**config.mk**
```make
export PLATFORM = sky130hd
export DESIGN_NAME = if_prefetch_flat
export DESIGN_NICKNAME = d
export VERILOG_FILES = /design/src/rtl/if_prefetch_if.sv /design/src/rtl/if_prefetch.sv /design/src/flat_wrapper.sv
export SDC_FILE = /design/constraint.sdc
export NUM_CORES = 1
export LEC_CHECK = 0
export ABC_CLOCK_PERIOD_IN_PS = 6000
export CORE_ASPECT_RATIO = 0.9
export CORE_UTILIZATION = 50
export DETAILED_ROUTE_END_ITERATION = 6
export PLACE_DENSITY = 0.85
export SLEW_MARGIN = 20
export SYNTH_ARGS = -nofsm -noshare
export SYNTH_HDL_FRONTEND = slang
export SYNTH_SLANG_ARGS = --single-unit
export TNS_END_PERCENT = 50
```
**constraint.sdc**
```tcl
create_clock -name clk -period 6 [get_ports clk]
set_input_delay 1.2 -clock clk [delete_from_list [all_inputs] [get_ports clk]]
set_output_delay 1.2 -clock clk [all_outputs]
set_load 0.005 [all_outputs]
```
**src/rtl/if_prefetch_if.sv**
```systemverilog
// rtl/if_prefetch_if.sv - ROM fetch, instruction delivery and redirect signals of the prefetch unit
// Signal suffixes are from the prefetch unit's point of view (master).
interface if_prefetch_if;
  logic [31:0] rom_addr_o;
  logic        rom_req_o;
  logic [31:0] rom_inst_i;
  logic [31:0] inst_o;
  logic [31:0] inst_pc_o;
  logic        inst_valid_o;
  logic        inst_ready_i;
  logic        redirect_i;
  logic [31:0] redirect_pc_i;

  modport master (
    output rom_addr_o, rom_req_o, inst_o, inst_pc_o, inst_valid_o,
    input  rom_inst_i, inst_ready_i, redirect_i, redirect_pc_i
  );

  modport slave (
    input  rom_addr_o, rom_req_o, inst_o, inst_pc_o, inst_valid_o,
    output rom_inst_i, inst_ready_i, redirect_i, redirect_pc_i
  );
endinterface

```
**src/rtl/if_prefetch.sv**
```systemverilog
// rtl/if_prefetch.sv - instruction prefetch: one-deep ROM pipeline feeding a DEPTH-entry FIFO
// Requests are throttled so buffered plus in-flight words never exceed DEPTH.
module if_prefetch #(
  parameter logic [31:0] RESET_PC = 32'h0000_0000,
  parameter int          DEPTH    = 2
) (
  input logic           clk,
  input logic           rst,
  if_prefetch_if.master bus
);
  localparam int              PW      = $clog2(DEPTH);
  localparam int              OW      = PW + 1;
  localparam logic [OW:0]     DEPTH_W = (OW + 1)'(DEPTH);
  localparam logic [31:0]     PC_MASK = 32'hFFFF_FFFC;

  logic [31:0]   fpc_q, fpc_d;
  logic [31:0]   req_pc_q, req_pc_d;
  logic          inflight_q, inflight_d;
  logic          kill_q, kill_d;
  logic [PW-1:0] head_q, head_d;
  logic [PW-1:0] tail_q, tail_d;
  logic [OW-1:0] occ_q, occ_d;
  logic [31:0]   inst_mem_q [DEPTH];
  logic [31:0]   pc_mem_q   [DEPTH];

  logic          pop;
  logic          push;
  logic          req;
  logic [OW:0]   pending;

  always_comb begin
    pop     = (occ_q != '0) && bus.inst_ready_i;
    // A response is discarded if a redirect lands on its return cycle or one was pending.
    push    = inflight_q && !kill_q && !bus.redirect_i;
    pending = {1'b0, occ_q} + (OW + 1)'(inflight_q) - (OW + 1)'(pop);
    req     = !rst && !bus.redirect_i && (pending < DEPTH_W);

    fpc_d      = fpc_q;
    req_pc_d   = req_pc_q;
    inflight_d = req;
    kill_d     = 1'b0;
    head_d     = head_q;
    tail_d     = tail_q;
    occ_d      = occ_q;

    if (bus.redirect_i) begin
      fpc_d      = bus.redirect_pc_i & PC_MASK;
      inflight_d = 1'b0;
      kill_d     = 1'b1;
      head_d     = '0;
      tail_d     = '0;
      occ_d      = '0;
    end else begin
      if (req) begin
        req_pc_d = fpc_q;
        fpc_d    = fpc_q + 32'd4;
      end
      if (push) tail_d = tail_q + PW'(1);
      if (pop)  head_d = head_q + PW'(1);
      occ_d = occ_q + OW'(push) - OW'(pop);
    end
  end

  always_ff @(posedge clk) begin
    if (rst) begin
      fpc_q      <= RESET_PC & PC_MASK;
      req_pc_q   <= '0;
      inflight_q <= 1'b0;
      kill_q     <= 1'b0;
      head_q     <= '0;
      tail_q     <= '0;
      occ_q      <= '0;
      for (int i = 0; i < DEPTH; i++) begin
        inst_mem_q[i] <= '0;
        pc_mem_q[i]   <= '0;
      end
    end else begin
      fpc_q      <= fpc_d;
      req_pc_q   <= req_pc_d;
      inflight_q <= inflight_d;
      kill_q     <= kill_d;
      head_q     <= head_d;
      tail_q     <= tail_d;
      occ_q      <= occ_d;
      if (push) begin
        inst_mem_q[tail_q] <= bus.rom_inst_i;
        pc_mem_q[tail_q]   <= req_pc_q;
      end
    end
  end

  assign bus.rom_addr_o   = fpc_q;
  assign bus.rom_req_o    = req;
  assign bus.inst_o       = inst_mem_q[head_q];
  assign bus.inst_pc_o    = pc_mem_q[head_q];
  assign bus.inst_valid_o = (occ_q != '0);
endmodule

```
**src/flat_wrapper.sv**
```systemverilog
// flat-port wrapper written by rule: the top's interface ports become plain ports
module if_prefetch_flat 
#(
  parameter logic [31:0] RESET_PC = 32'h0000_0000,
  parameter int          DEPTH    = 2
)
  (clk, rst, bus_rom_addr_o, bus_rom_req_o, bus_inst_o, bus_inst_pc_o, bus_inst_valid_o, bus_rom_inst_i, bus_inst_ready_i, bus_redirect_i, bus_redirect_pc_i);
  if_prefetch_if bus_i ();
  input logic clk;
  input logic rst;
  output wire logic [$bits(bus_i.rom_addr_o)-1:0] bus_rom_addr_o;
  output wire logic [$bits(bus_i.rom_req_o)-1:0] bus_rom_req_o;
  output wire logic [$bits(bus_i.inst_o)-1:0] bus_inst_o;
  output wire logic [$bits(bus_i.inst_pc_o)-1:0] bus_inst_pc_o;
  output wire logic [$bits(bus_i.inst_valid_o)-1:0] bus_inst_valid_o;
  input wire logic [$bits(bus_i.rom_inst_i)-1:0] bus_rom_inst_i;
  input wire logic [$bits(bus_i.inst_ready_i)-1:0] bus_inst_ready_i;
  input wire logic [$bits(bus_i.redirect_i)-1:0] bus_redirect_i;
  input wire logic [$bits(bus_i.redirect_pc_i)-1:0] bus_redirect_pc_i;
  assign bus_rom_addr_o = bus_i.rom_addr_o;
  assign bus_rom_req_o = bus_i.rom_req_o;
  assign bus_inst_o = bus_i.inst_o;
  assign bus_inst_pc_o = bus_i.inst_pc_o;
  assign bus_inst_valid_o = bus_i.inst_valid_o;
  assign bus_i.rom_inst_i = bus_rom_inst_i;
  assign bus_i.inst_ready_i = bus_inst_ready_i;
  assign bus_i.redirect_i = bus_redirect_i;
  assign bus_i.redirect_pc_i = bus_redirect_pc_i;
  if_prefetch #(.RESET_PC(RESET_PC), .DEPTH(DEPTH)) u_core (.clk(clk), .rst(rst), .bus(bus_i));
endmodule
```
==> Word-level counts from Yosys, hierarchy flattened <==
Memory sizes are Yosys's and may differ from the RTL's. A register that Yosys moved wholly into a read port is not among the register bits.
Cells that the tools add are included.
Widths: inputs -> output; s select.
{ "classes": {"n_lt_le_gt_ge": 1, "bitwise_logic": 1, "mux": 18, "reduce_logical": 14, "n_addsub": 7} }
{ "op_table": {"columns": ["cell", "n"], "rows": [
  ["$mux 32", 4],
  ["$reduce_or 32->1", 2],
  ["$add 32x3->32 const B", 1],
  ["$mux 1", 14],
  ["$logic_and 1x1->1", 5],
  ["$reduce_bool 2->1", 2],
  ["$add 2x1->3", 1],
  ["$logic_not 1->1", 3],
  ["$lt 3x2->1 const B", 1],
  ["$sub 3x1->3", 1],
  ["$add 1x1->1 const B", 2],
  ["$add 2x1->2", 1],
  ["$reduce_and 2->1", 1],
  ["$reduce_or 2->1", 1],
  ["$sub 2x1->2", 1],
  ["$not 1->1", 1]
]} }
{ "totals": {"out_inout_bits": 98, "ramBits": 128, "memories": 2, "ff_bits": 70, "word_cells": 51} }
{ "memory_table": {"columns": ["memory", "words", "width", "rd", "rd_clocked_by_memory_dff", "write_ports", "line_no", "rtl"], "rows": [
  ["u_core.inst_mem_q", 2, 32, 1, 1, 2, "if_prefetch.sv:23", "logic [31:0] inst_mem_q [DEPTH];"],
  ["u_core.pc_mem_q", 2, 32, 1, 1, 2, "if_prefetch.sv:24", "logic [31:0] pc_mem_q [DEPTH];"]
]} }

==> Logic depth before layout (Yosys ltp) <==
{ "logic_depth": {"ltp_word": 8, "mapped_depth": 11} }

==> Least setup slack after synthesis <==
Ideal clock, no wire load.
{ "synth_timing": {"kind": "input-to-output", "startpoint": "input port bus_inst_ready_i", "endpoint": "output port bus_rom_req_o", "cell_stages": 8, "path_slack_ps": 1715, "t_arrival_ps": 3085, "n_path_buf": 2, "required_time_ps": 4800, "path_cell_list": "and2_1 ha_1 nand2b_1 fa_1 clkbuf_1 nand3_2 inv_2 clkbuf_1"} }
{ "synth_between": {"elab_chain_cells": 4} }
{ "synth_rtl": {"columns": ["item", "line_no", "rtl"], "rows": [
  ["start, declared", "flat_wrapper.sv:17", "input wire logic [$bits(bus_i.inst_ready_i)-1:0] bus_inst_ready_i;"],
  ["$logic_and 1x1->1", "if_prefetch.sv:32", "pop = (occ_q != '0) && bus.inst_ready_i;"],
  ["$sub 3x1->3", "if_prefetch.sv:35", "pending = {1'b0, occ_q} + (OW + 1)'(inflight_q) - (OW + 1)'(pop);"],
  ["$lt 3x2->1", "if_prefetch.sv:36", "req = !rst && !bus.redirect_i && (pending < DEPTH_W);"],
  ["$logic_and 1x1->1", "if_prefetch.sv:36", null],
  ["end, declared", "flat_wrapper.sv:12", "output wire logic [$bits(bus_i.rom_req_o)-1:0] bus_rom_req_o;"]
]} }
Every way passes these cells.

==> Final worst setup path <==
{ "layout_timing": {"startpoint": "input port bus_inst_ready_i", "endpoint": "output port bus_rom_req_o"} }
{ "layout_between": {"elab_chain_cells": 4} }
{ "layout_rtl": {"columns": ["item", "line_no", "rtl"], "rows": [
  ["$logic_and 1x1->1", "if_prefetch.sv:32", null],
  ["named net u_core.pop", "if_prefetch.sv:26", "logic pop;"],
  ["$sub 3x1->3", "if_prefetch.sv:35", null],
  ["$lt 3x2->1", "if_prefetch.sv:36", null],
  ["$logic_and 1x1->1", "if_prefetch.sv:36", null]
]} }
The timed path passes the listed nets, and every way through them passes these cells.

==> flow_summary.json <==
{
  "finalNonFillerCells": 1084,
  "h-tree-depth": 4,
  "wire_per_inst_um": 17.0,
  "fin_tns_setup_ns": 0,
  "antenna_cells": 0,
  "ios": 166,
  "startpoint": "bus_inst_ready_i",
  "rsz0062_at_grt": "false",
  "dieArea_um2": 17500,
  "vias": 5863,
  "viasPerCell": 5.41,
  "min_from": "u_core.req_pc_q[25]",
  "cts-root-buf": "clkbuf_16",
  "cts_resized": 0,
  "synth_area_um2": 8470,
  "regArea_um2": 5070,
  "grt_pass1_vias": 5615,
  "whs_path_depth": 2,
  "r2r_start": "u_core.occ_q[1]",
  "ys_seq_area_share_pct": 59.8,
  "worst_path_max_delay_cell": "clkdlybuf4s50_1",
  "avgSynthCellArea_um2": 11.7,
  "start_kind": "primary input",
  "crit_arrival_ns": 3.75,
  "ff2ff_path_depth": 11,
  "grt_overflow_total": 0,
  "critPathMaxFanout": 9,
  "clk_pin_slew_worst_paths_ns": 0.07,
  "setup_violations": 0,
  "yosys.area.top_type_share_pct": 44.0,
  "fin_crit_sh_pct": 82.5,
  "synth_warnings": 0,
  "synth-seq-cells": 191,
  "hold_viol_final": 0,
  "cp_cell_sequence": "clkdlybuf4s50_1, and2_1, ha_1, nand2b_1, fa_1, xnor2_4, nand3_2, inv_2, clkdlybuf4s50_1",
  "routabilityCongestion": 0.843,
  "final_common_cell": "clkdlybuf4s50_1",
  "drt_first_pass_iters": 7,
  "postCtsHoldBufs": 0,
  "drt_iter0_drc": 463,
  "port_buffers": 159,
  "endpoint_kind": "output pin",
  "clock_sinks": 191,
  "tritoncts": "built",
  "whs_ns": 0.461,
  "fin_util_pct": 65.7,
  "slowest_delay_ns": 0.50,
  "yosysUniqueCellTypes": 46,
  "die_w_um": 139,
  "slew_violations": 0,
  "synth_top_cell_by_area": "edfxtp_1",
  "whs_endpoint": "u_core.req_pc_q[25]",
  "tightest_slew_ns": 0.736,
  "nNetsFinal": 937,
  "synthTopCellsByArea": "edfxtp_1 44%, dfxtp_1 16%, and2_1 9.9%",
  "slew_headroom_pct": 50.9,
  "synthArstFlopShare_pct": 0,
  "violations": "design-rule violations",
  "final_cell_mix": "158 x clkdlybuf4s50_1, 134 x and2_1, 124 x edfxtp_1",
  "coreArea_um2": 16400,
  "power.leakage_nw": 3.89,
  "grt_pass1_wl_um": 29200,
  "pre_cts_ws_ns": 1.05,
  "period_minus_slack_ns": 4.95,
  "grtUsageTotal_pct": 21.8,
  "grt_max_degree": 67,
  "hold_path_class": "reg -> reg",
  "r2r_setup_slack_ns": 2.55,
  "ys.flop_type": "edfxtp_1",
  "ir_drop_mv": 0.198,
  "cts_buffers": 17,
  "cp_data_required_time_ns": 4.80,
  "worstSetupPathType": "in -> out",
  "fin_skew_ns": 0.00861,
  "n_fill_cell": 1231,
  "status": "finished with violations",
  "routed_wl_um": 18500,
  "power_mw": 2.83,
  "final_layout_size_suffix_gt1_share_pct": 13.6,
  "synth_edf_count": 124,
  "antenna_left": 0,
  "cts_setup_buffers": 0,
  "syn2layout_area_growth_pct": 26.9,
  "clock.fmax_ghz": 0.202,
  "placed_area_um2": 10200,
  "crit_top_cell": "clkdlybuf4s50_1",
  "clockBufferDepth": 2,
  "dp_cells": 1052,
  "initial_utilization_pct": 51.8,
  "antenna_found_initial": 0,
  "worstReg2RegEnd": "u_core.bus.rom_addr_o[14]",
  "hpwlAfterDp_um": 12000,
  "worstSkewPairLatency_ns": 0.43,
  "drc": 13,
  "drv_cap": 0,
  "multi_input_area_um2": 3160,
  "rows": 44,
  "power.density_nw_per_um2": 263,
  "die_y_um": 125,
  "synth_cells": 723,
  "fin_area_um2": 10700,
  "worst_slack_ns": 1.05
}
-- synth_stat cells, types with 2 or more instances --
cell type / n
o22ai_1: 5
nor4_1: 6
a311oi_1: 4
clkbuf_1: 38
and2_1: 134
nand2_1: 83
nand4_2: 2
nor2_1: 18
xor2_1: 3
o311ai_0: 4
a31oi_1: 5
and3_1: 4
inv_1: 11
buf_4: 5
nor3_2: 2
nand4_1: 8
a211oi_1: 9
buf_2: 4
nor4_4: 2
dfxtp_1: 67
nor3_1: 13
a32oi_1: 2
or2_2: 2
mux2_2: 63
a21oi_1: 43
xnor2_1: 20
o21ai_0: 4
and4_1: 4
or3_1: 4
nand3_1: 11
edfxtp_1: 124
ha_1: 4
buf_1: 2
-- kinds of logic (layout without fill, tap and decap cells) --
group,count (synthesis),count (layout),share of synthesized area (%)
buffers and inverters,62,213,3.12
and+or+nand+nor,297,297,19.4
other,1,4,0.0443
muxes,63,63,8.38
adders and majority gates,5,5,0.828
xor gates and xnor gates,24,24,2.70
AOI/OAI and AO/OA,80,80,5.73
DFF,191,191,59.8
-- area by class of cell --
class	count	share of cell area [%]
clock buffer	20	4.46
tap	207	2.41
timing repair buffer	169	15.5
multi-input combinational	473	29.4
inverter	12	0.419
sequential	191	47.1
clock inverter	12	0.722
-- critical path: cells and delay by family --
family | cells | cell delay [ns]
xor gates and xnor gates | 1 | 0.30
adders and majority gates | 2 | 0.71
buffers and inverters | 3 | 1.06
and+or+nand+nor | 3 | 0.49
-- per-layer routing --
| metal | up-vias | part of all wire, % | GRT usage [%] |
|---|---|---|---|
| met5 | - | 0 | 0 |
| met4 | 0 | 0.78 | 5.42 |
| met3 | 14 | 7.7 | 5.17 |
| met2 | 220 | 48 | 36.6 |
| met1 | 2804 | 43 | 28.5 |
| li1 | 2825 | - | - |
-- registers in the layout, summed over array words and instances, names as in the netlist, named ones only --
name,cells
u_core.tail_q,1
u_core.bus.rom_addr_o,30
u_core.inflight_q,1
u_core.req_pc_q,30
u_core.inst_mem_q,64
u_core.head_q,1
u_core.pc_mem_q,60
u_core.occ_q,2
u_core.kill_q,1
-- where the power goes --
part	leakage [nW]	switching [mW]	total (mW)	internal, mW
Sequential	1.84	0.0400	1.50	1.46
Combinational	1.78	0.116	0.268	0.151
Clock	0.279	0.485	1.06	0.580
Total	3.89	0.641	2.83	2.19
-- worst max path at each step --
stage                     to  slack, ns  cells past startpoint
3_3_place_gp   bus_rom_req_o       1.08                      9
6_report       bus_rom_req_o       1.05                      9
3_5_place_dp   bus_rom_req_o       1.05                      9
4_1_cts        bus_rom_req_o       1.05                      9
5_1_grt        bus_rom_req_o       0.96                      9
2_1_floorplan  bus_rom_req_o       1.72                      8
No activity file was read; power rests on OpenSTA's default activity.
==> edit 1 (config.mk and constraints unchanged) <==
`DEPTH` is set to 2 in 2 places; all go to 4.
--- a/src/rtl/if_prefetch.sv
+++ b/src/rtl/if_prefetch.sv
@@ -4,3 +4,3 @@
   parameter logic [31:0] RESET_PC = 32'h0000_0000,
-  parameter int          DEPTH    = 2
+  parameter int          DEPTH    = 4
 ) (
--- a/src/flat_wrapper.sv
+++ b/src/flat_wrapper.sv
@@ -4,3 +4,3 @@
   parameter logic [31:0] RESET_PC = 32'h0000_0000,
-  parameter int          DEPTH    = 2
+  parameter int          DEPTH    = 4
 )
Behaviour: not the same (Yosys sat finds a counterexample within 4 cycles, from zero or initial values and one cycle with rst high).
==> edit 1 against the unedited design <==
  * Clock skew increased by 0.022 ns
  * Routed wire length increased by 72%
  * Critical path depth up 1
  * Sequential share of layout area increased by 5.9 points
  * Synthesized area rose by 63%
  * Synthesized cell count up 45%
  * Sequential cell count up 128
  * Fmax fell by 0.81%
  * Worst setup slack got worse by 0.040 ns
  * Design area is 56% higher
  * Power rose by 73%
  * Non-clock buffer count increased by 4
  * Register-to-register slack got worse by 0.16 ns
  * Largest power group unchanged
  * Highest routed layer unchanged
==> edit 1: results (changes against the unedited design) <==
postcts setup bufs 0 (unchanged); Unique masters post-synth 58 (was 46); # nets final 1,266 (was 937); FF-to-FF End u_core.bus.rom_addr_o[18] (was u_core.bus.rom_addr_o[14]); EDFF count, synth 248 (was 124); main flop type after synthesis edfxtp_1 (unchanged); Seq/Total Area, Yosys 0.6444 (was 0.5982); Avg WL per Cell 20.24 microns (was 17.03 microns); top flop regs u_core.inst_mem_q (128), u_core.pc_mem_q (120) (was u_core.inst_mem_q (64), u_core.pc_mem_q (60)); Min-Delay Endpoint u_core.req_pc_q[2] (was u_core.req_pc_q[25]); startpoint of the worst hold path u_core.req_pc_q[2] (was u_core.req_pc_q[25]); H-tree depth 1 (was 4); Slowest-stage cell, CP clkdlybuf4s50_1 (unchanged); initial antenna violation count 0 (unchanged); share of layout cells above drive strength 1 0.1250 (was 0.1357); hpwl dp 18,840 microns (was 11,990 microns); clock-pin slew on the worst setup and hold paths 0.07 ns (about the same); Total Routing Usage GR 0.2289 (was 0.2180); Slowest Stage Delay on Critical Path ~0.51 ns; Initial DRC Count 833 (was 463); largest net degree at the start of global routing 63 (was 67); clock skew 0.03041 ns (was 0.008608 ns); async set or reset register ratio after synthesis 0 (unchanged); Hold Path Class flop to flop (unchanged); post_cts resized 0 (unchanged); hold path depth 2 (unchanged); clock latency on the worst-skew pair 0.57 ns (was 0.43 ns); PortBufs 159 (unchanged); worst path arrival time 3.79 ns (was 3.75 ns); leakage power 6.425 nW (was 3.893 nW); crit path max fanout 4 (was 9); leading post-synthesis cells by cell area edfxtp_1 (54%), dfxtp_1 (10%), mux4_2 (10%) (was edfxtp_1 (44%), dfxtp_1 (16%), and2_1 (9.9%)); TritonCTS buffer count 31 (was 17); r2r startpoint u_core.occ_q[2] (was u_core.occ_q[1]); GP Congestion 0.8657 (was 0.8431); Layout area overhead 21.61% (was 26.91%); first-pass GRT wire length 49,820 microns (was 29,190 microns); peak supply drop 0.2371 mV (was 0.1984 mV); Clock Tree Buf Depth 3 (was 2); critical path startpoint bus_inst_ready_i (unchanged); 1st-pass router iterations 5 (was 7); Warnings, synthesis 0 (unchanged); vias 8,907 (was 5,863); Rel. slew slack 0.2689 (was 0.5093); FF-to-FF setup slack 2.39 ns (was 2.55 ns); clock root cell clkbuf_16 (unchanged); diode count 0 (unchanged); top post-synthesis cells by count edfxtp_1 (248), nor2_1 (205), nand2_1 (83) (was and2_1 (134), edfxtp_1 (124), nand2_1 (83)); FF-to-FF path depth 11 (unchanged); status finished, final reports clean (was complete, but fails checks); vias in the first global route 9,105 (was 5,615)
edit 1: worst max path at each step:
stage	to	slack, ns	cells after the start
after floorplan	bus_rom_req_o	1.63	9
after global placement	bus_rom_req_o	1.09	10
after detailed placement	bus_rom_req_o	1.06	10
after CTS	bus_rom_req_o	1.03	10
after global routing	bus_rom_req_o	0.88	10
final	bus_rom_req_o	1.01	10
edit 1: kinds of logic (layout without fill, tap and decap cells):
family	after synthesis	after routing	synth area share
other	1	4	0.0002725
buffers and inverters	147	309	0.04209
AO/OA/AOI/OAI	62	62	0.03700
XOR/XNOR	21	21	0.01336
multiplexers	93	93	0.1240
adder cells (fa/ha/maj)	7	7	0.006909
flip-flops	319	319	0.6444
AND/OR/NAND/NOR	401	401	0.1320
edit 1: routing by layer:
metal,global-route usage,share of wire
met3,0.04322,0.089
met4,0.04506,0.017
met2,0.3740,0.48
met5,0,0
met1,0.3213,0.42
edit 1: worst max-delay path: cells and delay by family:
family / cells / cell delay (ns)
buffers and inverters: 4 / 1.19
adder cells (fa/ha/maj): 2 / 0.45
AO/OA/AOI/OAI: 1 / 0.11
AND/OR/NAND/NOR: 3 / 0.82
edit 1: cell type report:
| type | instances | area, sq um |
|---|---|---|
| Tap cell | 354 | 442.9 |
| Clock buffer | 39 | 878.3 |
| Inverter | 78 | 292.8 |
| Timing Repair Buffer | 173 | 1692 |
| Clock inverter | 19 | 186.4 |
| Multi-Input combinational cell | 588 | 4372 |
| Fill cell | 2029 | 10290 |
| Sequential cell | 319 | 8874 |
edit 1: through the flow:
step	std cells	hold WS, ns	setup WS, ns	area (sq um)
after floorplan	1054	0.4636	1.632	13770
after global placement	1512	0.4769	1.091	15670
after detailed placement	1512	0.4841	1.063	15670
after CTS	1570	0.5010	1.034	16740
after global routing	1570	0.5498	0.8831	16740
final	1570	0.5015	1.010	16740
edit 1: where the power goes:
part           internal, mW  total, mW  switching [mW]
logic                 0.189      0.366           0.178
registers              2.47       2.53          0.0636
clock network          1.17       2.01           0.838
total                  3.83       4.91            1.08
==> edit 2 (same settings) <==
Made on the original files. Reset style: asynchronous (`rst`), changed in one clocked block.
--- a/src/rtl/if_prefetch.sv
+++ b/src/rtl/if_prefetch.sv
@@ -63,3 +63,3 @@
 
-  always_ff @(posedge clk) begin
+  always_ff @(posedge clk or posedge rst) begin
     if (rst) begin
Function: differs if rst is asserted again (counterexample within 4 cycles, from zero or initial values and one cycle with rst high); with rst held inactive, the same outputs for 4 cycles.
==> edit 2 against the unedited design <==
  * Highest routed layer unchanged
  * Sequential cell count shrank 1
  * Design area increased by 2.6%
  * First-iteration DRC count is 20% lower
  * Synthesized area up 1.7%
  * Via count up 3.7%
  * Routed wire length increased by 3.2%
  * Worst setup slack better by 0.43 ns
  * Sequential share of layout area decreased by 4.0 points
  * Clock skew shrank 0.0012 ns
  * Hold slack improved by 0.040 ns
Power is not compared: it rests on default switching activity, and its combinational part moved more than twofold at a synthesized area within 25%.
==> edit 2: results (changes against the unedited design) <==
vias in the first global route 6,004 (was 5,615); clock latency on the worst-skew pair approximately 0.42 ns; fillers 1,256 (was 1,231); TritonCTS buffer count 17 (unchanged); placed insts 1,043 (was 1,052); GP Congestion 0.8815 (was 0.8431); Place WS 1.479 ns (was 1.048 ns); main flop type after synthesis dfrtp_1 (was edfxtp_1); largest net degree at the start of global routing 191 (was 67); clock skew 0.007427 ns (was 0.008608 ns); Total Routing Usage GR 0.2244 (was 0.2180); hpwl dp 12,270 microns (was 11,990 microns); Unique masters post-synth 50 (was 46); mean post-synth cell area 12.22 sq um (was 11.71 sq um); worst path arrival time 3.32 ns (was 3.75 ns); top post-synthesis cells by count dfrtp_1 (190), mux2_2 (186), nand2_1 (122) (was and2_1 (134), edfxtp_1 (124), nand2_1 (83)); first-pass GRT wire length 31,260 microns (was 29,190 microns); Seq/Total Area, Yosys 0.5520 (was 0.5982); Tightest Pin Transition 0.8028 ns (was 0.7360 ns); 1st-pass router iterations 4 (was 7); final worst path period need 4.523 ns (was 4.950 ns); vias 6,082 (was 5,863); Initial DRC Count 370 (was 463); Synth top area share 0.5520 (was 0.4398); top flop regs u_core.inst_mem_q (64), u_core.pc_mem_q (60) (unchanged); leading post-synthesis cells by cell area dfrtp_1 (55%), mux2_2 (24%), nand2_1 (5.3%) (was edfxtp_1 (44%), dfxtp_1 (16%), and2_1 (9.9%)); async set or reset register ratio after synthesis 1.000 (was 0); FF-to-FF setup slack 2.39 ns (was 2.55 ns); Layout area overhead 28.01% (was 26.91%); Hold Path Class flop to flop (unchanged); FF-to-FF path depth 13 (was 11); status finished, final reports clean (was complete, but fails checks); # nets final 924 (was 937); leakage power 4.905 nW; share of layout cells above drive strength 1 0.2855 (was 0.1357); r2r startpoint u_core.occ_q[1] (unchanged); crit path max fanout 2 (was 9); Total Wirelength 19,040 microns (was 18,460 microns); FF-to-FF End u_core.bus.rom_addr_o[20] (was u_core.bus.rom_addr_o[14]); clock-pin slew on the worst setup and hold paths 0.07 ns (about the same); vias per cell 5.652 (was 5.409)
==> edit 2: cell count changes in the layout (fill, tap and decap cells not counted), moves of 16 or more <==
cell	unedited run	this run
dfxtp_1	66	0
a21oi_1	43	4
and2_1	134	3
dfrtp_1	0	189
edfxtp_1	124	0
o21ai_0	4	20
mux2_2	63	186
nand2_1	83	121
==> edit 2: routing by layer <==
metal | global-route usage | vias to the layer above | part of all wire
li1 | - | 2801 | -
met1 | 0.3216 | 3016 | 0.47
met2 | 0.3450 | 245 | 0.45
met3 | 0.04681 | 20 | 0.066
met4 | 0.06658 | 0 | 0.010
met5 | 0 | - | 0
==> edit 2: area by class of cell <==
| type | count | area, sq um | area share |
|---|---|---|---|
| multi-input cells | 462 | 3635 | 0.3297 |
| flip-flops and latches | 190 | 4756 | 0.4313 |
| repair buffers | 169 | 1699 | 0.1541 |
| clock buffers | 20 | 466.7 | 0.04233 |
| inverters | 12 | 48.80 | 0.004426 |
| clock inverters | 12 | 156.4 | 0.01419 |
| well taps | 211 | 264.0 | 0.02394 |
==> edit 2: how the worst min path moves through the flow <==
stage / start / to / depth (start not counted)
2_1_floorplan: u_core.req_pc_q[9] / u_core.req_pc_q[9] / 2
4_1_cts: u_core.req_pc_q[6] / u_core.req_pc_q[6] / 2
6_report: u_core.req_pc_q[3] / u_core.req_pc_q[3] / 2
3_5_place_dp: u_core.req_pc_q[6] / u_core.req_pc_q[6] / 2
3_3_place_gp: u_core.req_pc_q[20] / u_core.req_pc_q[20] / 2
5_1_grt: u_core.pc_mem_q[44] / u_core.pc_mem_q[44] / 1
==> edit 2: stage by stage <==
stage / hold WS [ns] / utilization / instance area [sq um]
6_report: 0.5012 / 0.6549 / 11030
4_1_cts: 0.5011 / 0.6533 / 11000
3_5_place_dp: 0.4839 / 0.6163 / 10380
5_1_grt: 0.5164 / 0.6549 / 11030
2_1_floorplan: 0.4567 / - / 8628
3_3_place_gp: 0.4804 / 0.6163 / 10380
==> edit 2: where the power goes <==
group	switching [mW]	internal, mW	total, mW	leakage (nW)
sequential	0.387	1.77	2.16	2.44
combinational	0.706	1.19	1.90	2.15
clock	0.483	0.692	1.18	0.307
total	1.58	3.65	5.23	4.91
==> edit 2: cell families after synthesis <==
family,synth area share
DFF,0.5520
buffers and inverters,0.02862
muxes,0.2445
other,0.0004354
and+or+nand+nor,0.1066
xor gates and xnor gates,0.009152
AOI/OAI and AO/OA,0.05201
adders and majority gates,0.006683
==> edit 2: critical path: stages <==
cell and delay, ns:
clkdlybuf4s50_1 0.51, xor2_1 0.14, nand2_1 0.08, fa_1 0.47
nor3b_1 0.28, nand2_2 0.10, inv_1 0.06, clkdlybuf4s50_1 0.48
